**src/rtl/rvb_shifter_issue.sv**
```systemverilog
// Issue/writeback sequencer for the bitmanip shift unit: decodes, issues, returns in-order writebacks.
// Define RVB_SHIFTER_ISSUE_PERF_EN to add the perf_issued/perf_illegal/perf_stall counters.
module rvb_shifter_issue #(
  parameter int XLEN  = 64,
  parameter int DEPTH = 4
) (
  input  logic            clock,
  input  logic            resetn,
  input  logic            in_valid,
  output logic            in_ready,
  input  logic [31:0]     in_insn,
  input  logic [XLEN-1:0] in_rs1,
  input  logic [XLEN-1:0] in_rs2,
  input  logic [XLEN-1:0] in_rs3,
  output logic            unit_valid,
  input  logic            unit_ready,
  output logic [XLEN-1:0] unit_rs1,
  output logic [XLEN-1:0] unit_rs2,
  output logic [XLEN-1:0] unit_rs3,
  output logic            unit_insn3,
  output logic            unit_insn12,
  output logic            unit_insn14,
  output logic            unit_insn26,
  output logic            unit_insn27,
  output logic            unit_insn29,
  output logic            unit_insn30,
  input  logic            unit_dout_valid,
  output logic            unit_dout_ready,
  input  logic [XLEN-1:0] unit_dout_rd,
  output logic            wb_valid,
  input  logic            wb_ready,
  output logic [4:0]      wb_rd_idx,
  output logic [XLEN-1:0] wb_value,
  output logic            wb_illegal
`ifdef RVB_SHIFTER_ISSUE_PERF_EN
  ,
  output logic [31:0]     perf_issued,
  output logic [31:0]     perf_illegal,
  output logic [31:0]     perf_stall
`endif
);

  localparam int PW  = $clog2(DEPTH);
  localparam int PW1 = PW + 1;
  localparam logic [PW:0] FULL_COUNT = PW1'(DEPTH);

  logic            opcode_ok;
  logic            funct3_ok;
  logic            in_legal;
  logic [XLEN-1:0] rs2_sel;
  logic [6:0]      ctrl_sel;

  logic            req_valid;
  logic [XLEN-1:0] req_rs1;
  logic [XLEN-1:0] req_rs2;
  logic [XLEN-1:0] req_rs3;
  logic [6:0]      req_ctrl;

  logic [4:0]      fifo_rd [DEPTH];
  logic [DEPTH-1:0] fifo_ill;
  logic [PW-1:0]   wr_ptr;
  logic [PW-1:0]   rd_ptr;
  logic [PW:0]     fifo_count;

  logic            accept;
  logic            issue;
  logic            fifo_empty;
  logic            head_ill;
  logic            wb_free;
  logic            take_result;
  logic            take_illegal;
  logic            pop;
  logic            unused_insn_bits;

  always_comb begin
    opcode_ok = 1'b0;
    case (in_insn[6:0])
      7'b0010011, 7'b0110011, 7'b0011011, 7'b0111011: opcode_ok = 1'b1;
      default:                                         opcode_ok = 1'b0;
    endcase
  end

  assign funct3_ok = (in_insn[14:12] == 3'b001) || (in_insn[14:12] == 3'b101);
  // A word-form shift has no meaning on an RV32 datapath.
  assign in_legal  = opcode_ok && funct3_ok && !((XLEN == 32) && in_insn[3]);
  assign rs2_sel   = in_insn[5] ? in_rs2 : XLEN'(in_insn[25:20]);
  assign ctrl_sel  = {in_insn[30], in_insn[29], in_insn[27], in_insn[26],
                      in_insn[14], in_insn[12], in_insn[3]};
  assign unused_insn_bits = ^{in_insn[31], in_insn[28], in_insn[19:15]};

  assign fifo_empty   = (fifo_count == '0);
  assign head_ill     = fifo_ill[rd_ptr];
  assign wb_free      = !wb_valid || wb_ready;

  assign in_ready     = (fifo_count < FULL_COUNT) && (!req_valid || unit_ready);
  assign accept       = in_valid && in_ready;
  assign issue        = req_valid && unit_ready;

  assign unit_dout_ready = wb_free && !fifo_empty && !head_ill;
  assign take_result     = unit_dout_valid && unit_dout_ready;
  assign take_illegal    = wb_free && !fifo_empty && head_ill;
  assign pop             = take_result || take_illegal;

  assign unit_valid  = req_valid;
  assign unit_rs1    = req_rs1;
  assign unit_rs2    = req_rs2;
  assign unit_rs3    = req_rs3;
  assign unit_insn3  = req_ctrl[0];
  assign unit_insn12 = req_ctrl[1];
  assign unit_insn14 = req_ctrl[2];
  assign unit_insn26 = req_ctrl[3];
  assign unit_insn27 = req_ctrl[4];
  assign unit_insn29 = req_ctrl[5];
  assign unit_insn30 = req_ctrl[6];

  // Request register; only loads when empty or draining, so a stalled request never changes.
  always_ff @(posedge clock or negedge resetn) begin
    if (!resetn) begin
      req_valid <= 1'b0;
      req_rs1   <= '0;
      req_rs2   <= '0;
      req_rs3   <= '0;
      req_ctrl  <= '0;
    end else if (accept && in_legal) begin
      req_valid <= 1'b1;
      req_rs1   <= in_rs1;
      req_rs2   <= rs2_sel;
      req_rs3   <= in_rs3;
      req_ctrl  <= ctrl_sel;
    end else if (issue) begin
      req_valid <= 1'b0;
    end
  end

  always_ff @(posedge clock) begin
    if (accept) begin
      fifo_rd[wr_ptr]  <= in_insn[11:7];
      fifo_ill[wr_ptr] <= !in_legal;
    end
  end

  always_ff @(posedge clock or negedge resetn) begin
    if (!resetn) begin
      wr_ptr     <= '0;
      rd_ptr     <= '0;
      fifo_count <= '0;
    end else begin
      if (accept) wr_ptr <= wr_ptr + 1'b1;
      if (pop)    rd_ptr <= rd_ptr + 1'b1;
      case ({accept, pop})
        2'b10:   fifo_count <= fifo_count + 1'b1;
        2'b01:   fifo_count <= fifo_count - 1'b1;
        default: fifo_count <= fifo_count;
      endcase
    end
  end

  // Writeback register; illegal heads complete here without ever touching the unit.
  always_ff @(posedge clock or negedge resetn) begin
    if (!resetn) begin
      wb_valid   <= 1'b0;
      wb_rd_idx  <= '0;
      wb_value   <= '0;
      wb_illegal <= 1'b0;
    end else if (pop) begin
      wb_valid   <= 1'b1;
      wb_rd_idx  <= fifo_rd[rd_ptr];
      wb_value   <= take_result ? unit_dout_rd : '0;
      wb_illegal <= take_illegal;
    end else if (wb_ready) begin
      wb_valid   <= 1'b0;
    end
  end

`ifdef RVB_SHIFTER_ISSUE_PERF_EN
  always_ff @(posedge clock or negedge resetn) begin
    if (!resetn) begin
      perf_issued  <= '0;
      perf_illegal <= '0;
      perf_stall   <= '0;
    end else begin
      if (issue)                 perf_issued  <= perf_issued + 32'd1;
      if (accept && !in_legal)   perf_illegal <= perf_illegal + 32'd1;
      if (in_valid && !in_ready) perf_stall   <= perf_stall + 32'd1;
    end
  end
`endif

endmodule
```
**config.mk**
```make
export PLATFORM = sky130hd
export DESIGN_NAME = rvb_shifter_issue
export DESIGN_NICKNAME = d
export VERILOG_FILES = /design/src/rtl/rvb_shifter_issue.sv
export SDC_FILE = /design/constraint.sdc
export NUM_CORES = 1
export LEC_CHECK = 0
export ABC_AREA = 1
export CAP_MARGIN = 40
export CELL_PAD_IN_SITES_DETAIL_PLACEMENT = 0
export CELL_PAD_IN_SITES_GLOBAL_PLACEMENT = 2
export CORE_UTILIZATION = 23
export DETAILED_ROUTE_END_ITERATION = 10
export GPL_ROUTABILITY_DRIVEN = 0
export MAX_ROUTING_LAYER = met4
export PLACE_DENSITY = 0.9
export SYNTH_ARGS = -nofsm -noshare
export SYNTH_HDL_FRONTEND = slang
export SYNTH_SLANG_ARGS = --single-unit
```
**constraint.sdc**
```tcl
create_clock -name clock -period 2.8 [get_ports clock]
set_input_delay 0.7 -clock clock [delete_from_list [all_inputs] [get_ports clock]]
set_output_delay 0.7 -clock clock [all_outputs]
set_load 0.02 [all_outputs]
```
==> flow_summary.ini, run 1 <==
[status]
status = finished, final reports clean

[yosys]
netlist_area_mm2 = 0.0121
synthCells = 1297
synthDistinctLibCells = 25
avgSynthCellArea_um2 = 9.36
syn_nets = 1597
ys_ff_latch = 302
yosys_warnings = 0
ys_seq_area_frac = 0.632

[pwr]
ir_drop_mv = 0.472
power_frac_comb = 0.316
clkPwrFrac = 0.324
power_frac_seq = 0.360
p_per_area_mw_per_mm2 = 767
leakage_uw = 0.00917
p_int_uw = 10200
p_switching_uw = 5010
power.total_uw = 15200
switching_share = 0.329

[layout]
seqCellArea_mm2 = 0.00768
drive_gt1_frac = 0.0610
final_cells = 2550
final_common_cell = clkdlybuf4s50_1
syn2layout_area_growth_pct = 63.4
fillers = 5188
multi_input_area_mm2 = 0.00396
final_cell_mix = 555 x clkdlybuf4s50_1, 480 x nand2_1, 278 x dfrtp_1
fin_nets = 2141

[die]
core_mm2 = 0.0517
ios = 567
die_area_mm2 = 0.0537
chipHeight_um = 232
initial_core_util = 0.235
dieWidth_um = 232
rows = 83

[placed_design]
portBuffers = 559
dp_hpwl_um = 29900
post-place-ws_ns = -0.151
dp_cells = 2482

[sta]
tightest_slew_ns = 0.737
relSlewSlack = 0.509
hold_violations = 0
min_period_ns = 2.67
skew_ns = 0.0175
fmax_mhz = 374
setup_slack_ns = 0.127
final_max_slew_viol_count = 0
setup-tns-final_ns = 0
setup_violations = 0
post-route-period-util = 0.955
rsz0062_at_grt = false

[critical_path]
regToRegSetupSlack_ns = 0.57
crit_path_start_kind = input pin
crit_arrival_ns = 1.97
crit_required_ns = 2.10
timing.rr.start = rd_ptr[0]
path_class = input pin to primary output
reg2reg_depth = 11
crit_fanout = 2
end_kind = primary output
r2r_end = fifo_count[2]

[route]
wl_per_cell_um = 16.6
dr.pass1.iters = 5
viasPerCell = 4.32
vias = 11000
ant_nets = 0
drtIter0Drc = 567
drc = 0
wirelength_um = 42300

[global_routing]
grt_pass1_wl_um = 64500
busiest_layer = met2
track_usage = 0.158
grt_max_degree = 157
met2_usage = 0.257
gr-usage-met1 = 0.188
grt_pass1_vias = 11400
antenna_found_initial = 1
grt-ovfl-total = 0
use_met3 = 0.0438

[clock_tree]
cts_htree_levels = 2
clk_pin_slew_ns = 0.06
cts_tree = done
hold_buffers = 0
cts_sinks = 302
clock_path_buffers = 3
post_cts_buffers = 0
cts_root_buffer = clkbuf_16
cts_buffers = 37
clock_latency_ns = 0.53

[worst_hold_path]
hold_class = input pin to asynchronous set/reset pin

[flow_run]
max_cap_violations = 0
[cell usage after synthesis]
library cell	instances	area [µm²]
a21oi_1	1	5.00
a21oi_2	3	26.3
buf_1	3	11.3
buf_2	63	315
buf_4	6	45.0
clkbuf_1	24	90.1
dfrtp_1	278	6960
edfxtp_1	24	721
fa_1	1	20.0
ha_1	5	62.6
inv_1	15	56.3
inv_2	3	11.3
mux2i_1	6	60.1
nand2_1	481	1810
nand3_1	271	1360
nand3_2	4	40.0
nand3b_1	1	7.51
nor2_1	19	71.3
nor2_4	1	11.3
nor3b_2	1	12.5
o21ai_0	14	70.1
o21ai_1	64	320
o22ai_1	5	31.3
xnor2_1	2	17.5
xor2_1	2	17.5
[critical path, cell delays in order]
cell,delay [ns]
clkdlybuf4s50_1,0.49
nor2_1,0.07
inv_1,0.07
nand2_1,0.11
a21oi_4,0.14
dlygate4sd2_1,0.39
[registers in the layout, summed over array words and instances, names as in the netlist]
signal	cells
unit_rs1	64
unit_rs2	64
unit_rs3	64
wb_value	64
fifo_rd	20
req_ctrl	7
wb_rd_idx	5
fifo_ill	4
fifo_count	3
rd_ptr	2
wr_ptr	2
unit_valid	1
wb_illegal	1
wb_valid	1
[per-layer routing]
layer	routed length, µm	up-vias
met1	17500	5240
met5	0	-
met3	3230	66
met4	1030	0
met2	20500	383
li1	-	5328
[stage by stage]
| stage | utilization | hold WS (ns) | cell area [µm²] |
|---|---|---|---|
| floorplan | - | 0.404 | 12100 |
| global placement | 0.359 | 0.449 | 18600 |
| detailed placement | 0.359 | 0.451 | 18600 |
| CTS | 0.384 | 0.128 | 19800 |
| global route | 0.384 | 0.152 | 19800 |
| finish | 0.384 | 0.142 | 19800 |
[power groups by stage]
stage	Sequential (µW)	Clock, µW	Combinational, µW
after floorplan	6180	0	1880
after global routing	5560	5270	5260
after CTS	5490	5110	4880
after global placement	5520	0	4820
after detailed placement	5560	0	4880
final	5480	4930	4810
[repair_timing]
| item | in CTS | in global routing |
|---|---|---|
| setup endpoints to repair | 1 | 0 |
| gates resized for setup | 1 | 0 |
| hold endpoints to repair | 0 | 0 |
[cell families (layout without fill, tap and decap cells)]
logic type	after synthesis	in the layout	share of synthesized area
simple gates	778	778	0.272
flops	302	302	0.632
buf+inv	114	686	0.0436
compound gates	87	87	0.0373
fa+ha+maj	6	6	0.00680
mux	6	6	0.00495
xor+xnor	4	4	0.00289
other cells	0	1	0
[cell type report]
| class | instances | share of cell area |
|---|---|---|
| flip-flops and latches | 302 | 0.387 |
| repair buffers | 601 | 0.303 |
| multi-input cells | 881 | 0.199 |
| clock buffers | 61 | 0.0595 |
| well taps | 680 | 0.0429 |
| clock inverters | 6 | 0.00448 |
| inverters | 18 | 0.00341 |
| diodes | 1 | 0.000126 |
[how the worst max path moves through the flow]
stage	from	end	slack, ns	depth (start not counted)
final	wb_ready	unit_dout_ready	0.13	6
after global routing	wb_ready	unit_dout_ready	0.06	6
after CTS	unit_ready	in_ready	0.11	4
after detailed placement	wb_ready	unit_dout_ready	-0.15	6
after global placement	wb_ready	unit_dout_ready	-0.17	6
after floorplan	unit_ready	fifo_count[2]	0.56	10
No activity file was read; power rests on OpenSTA's default activity.
==> run 2: changes to the inputs <==
Settings changed: CAP_MARGIN 40 to 20.
==> results of run 2 <==
No change in the layout: final DEF, timing and power equal those of run 1.
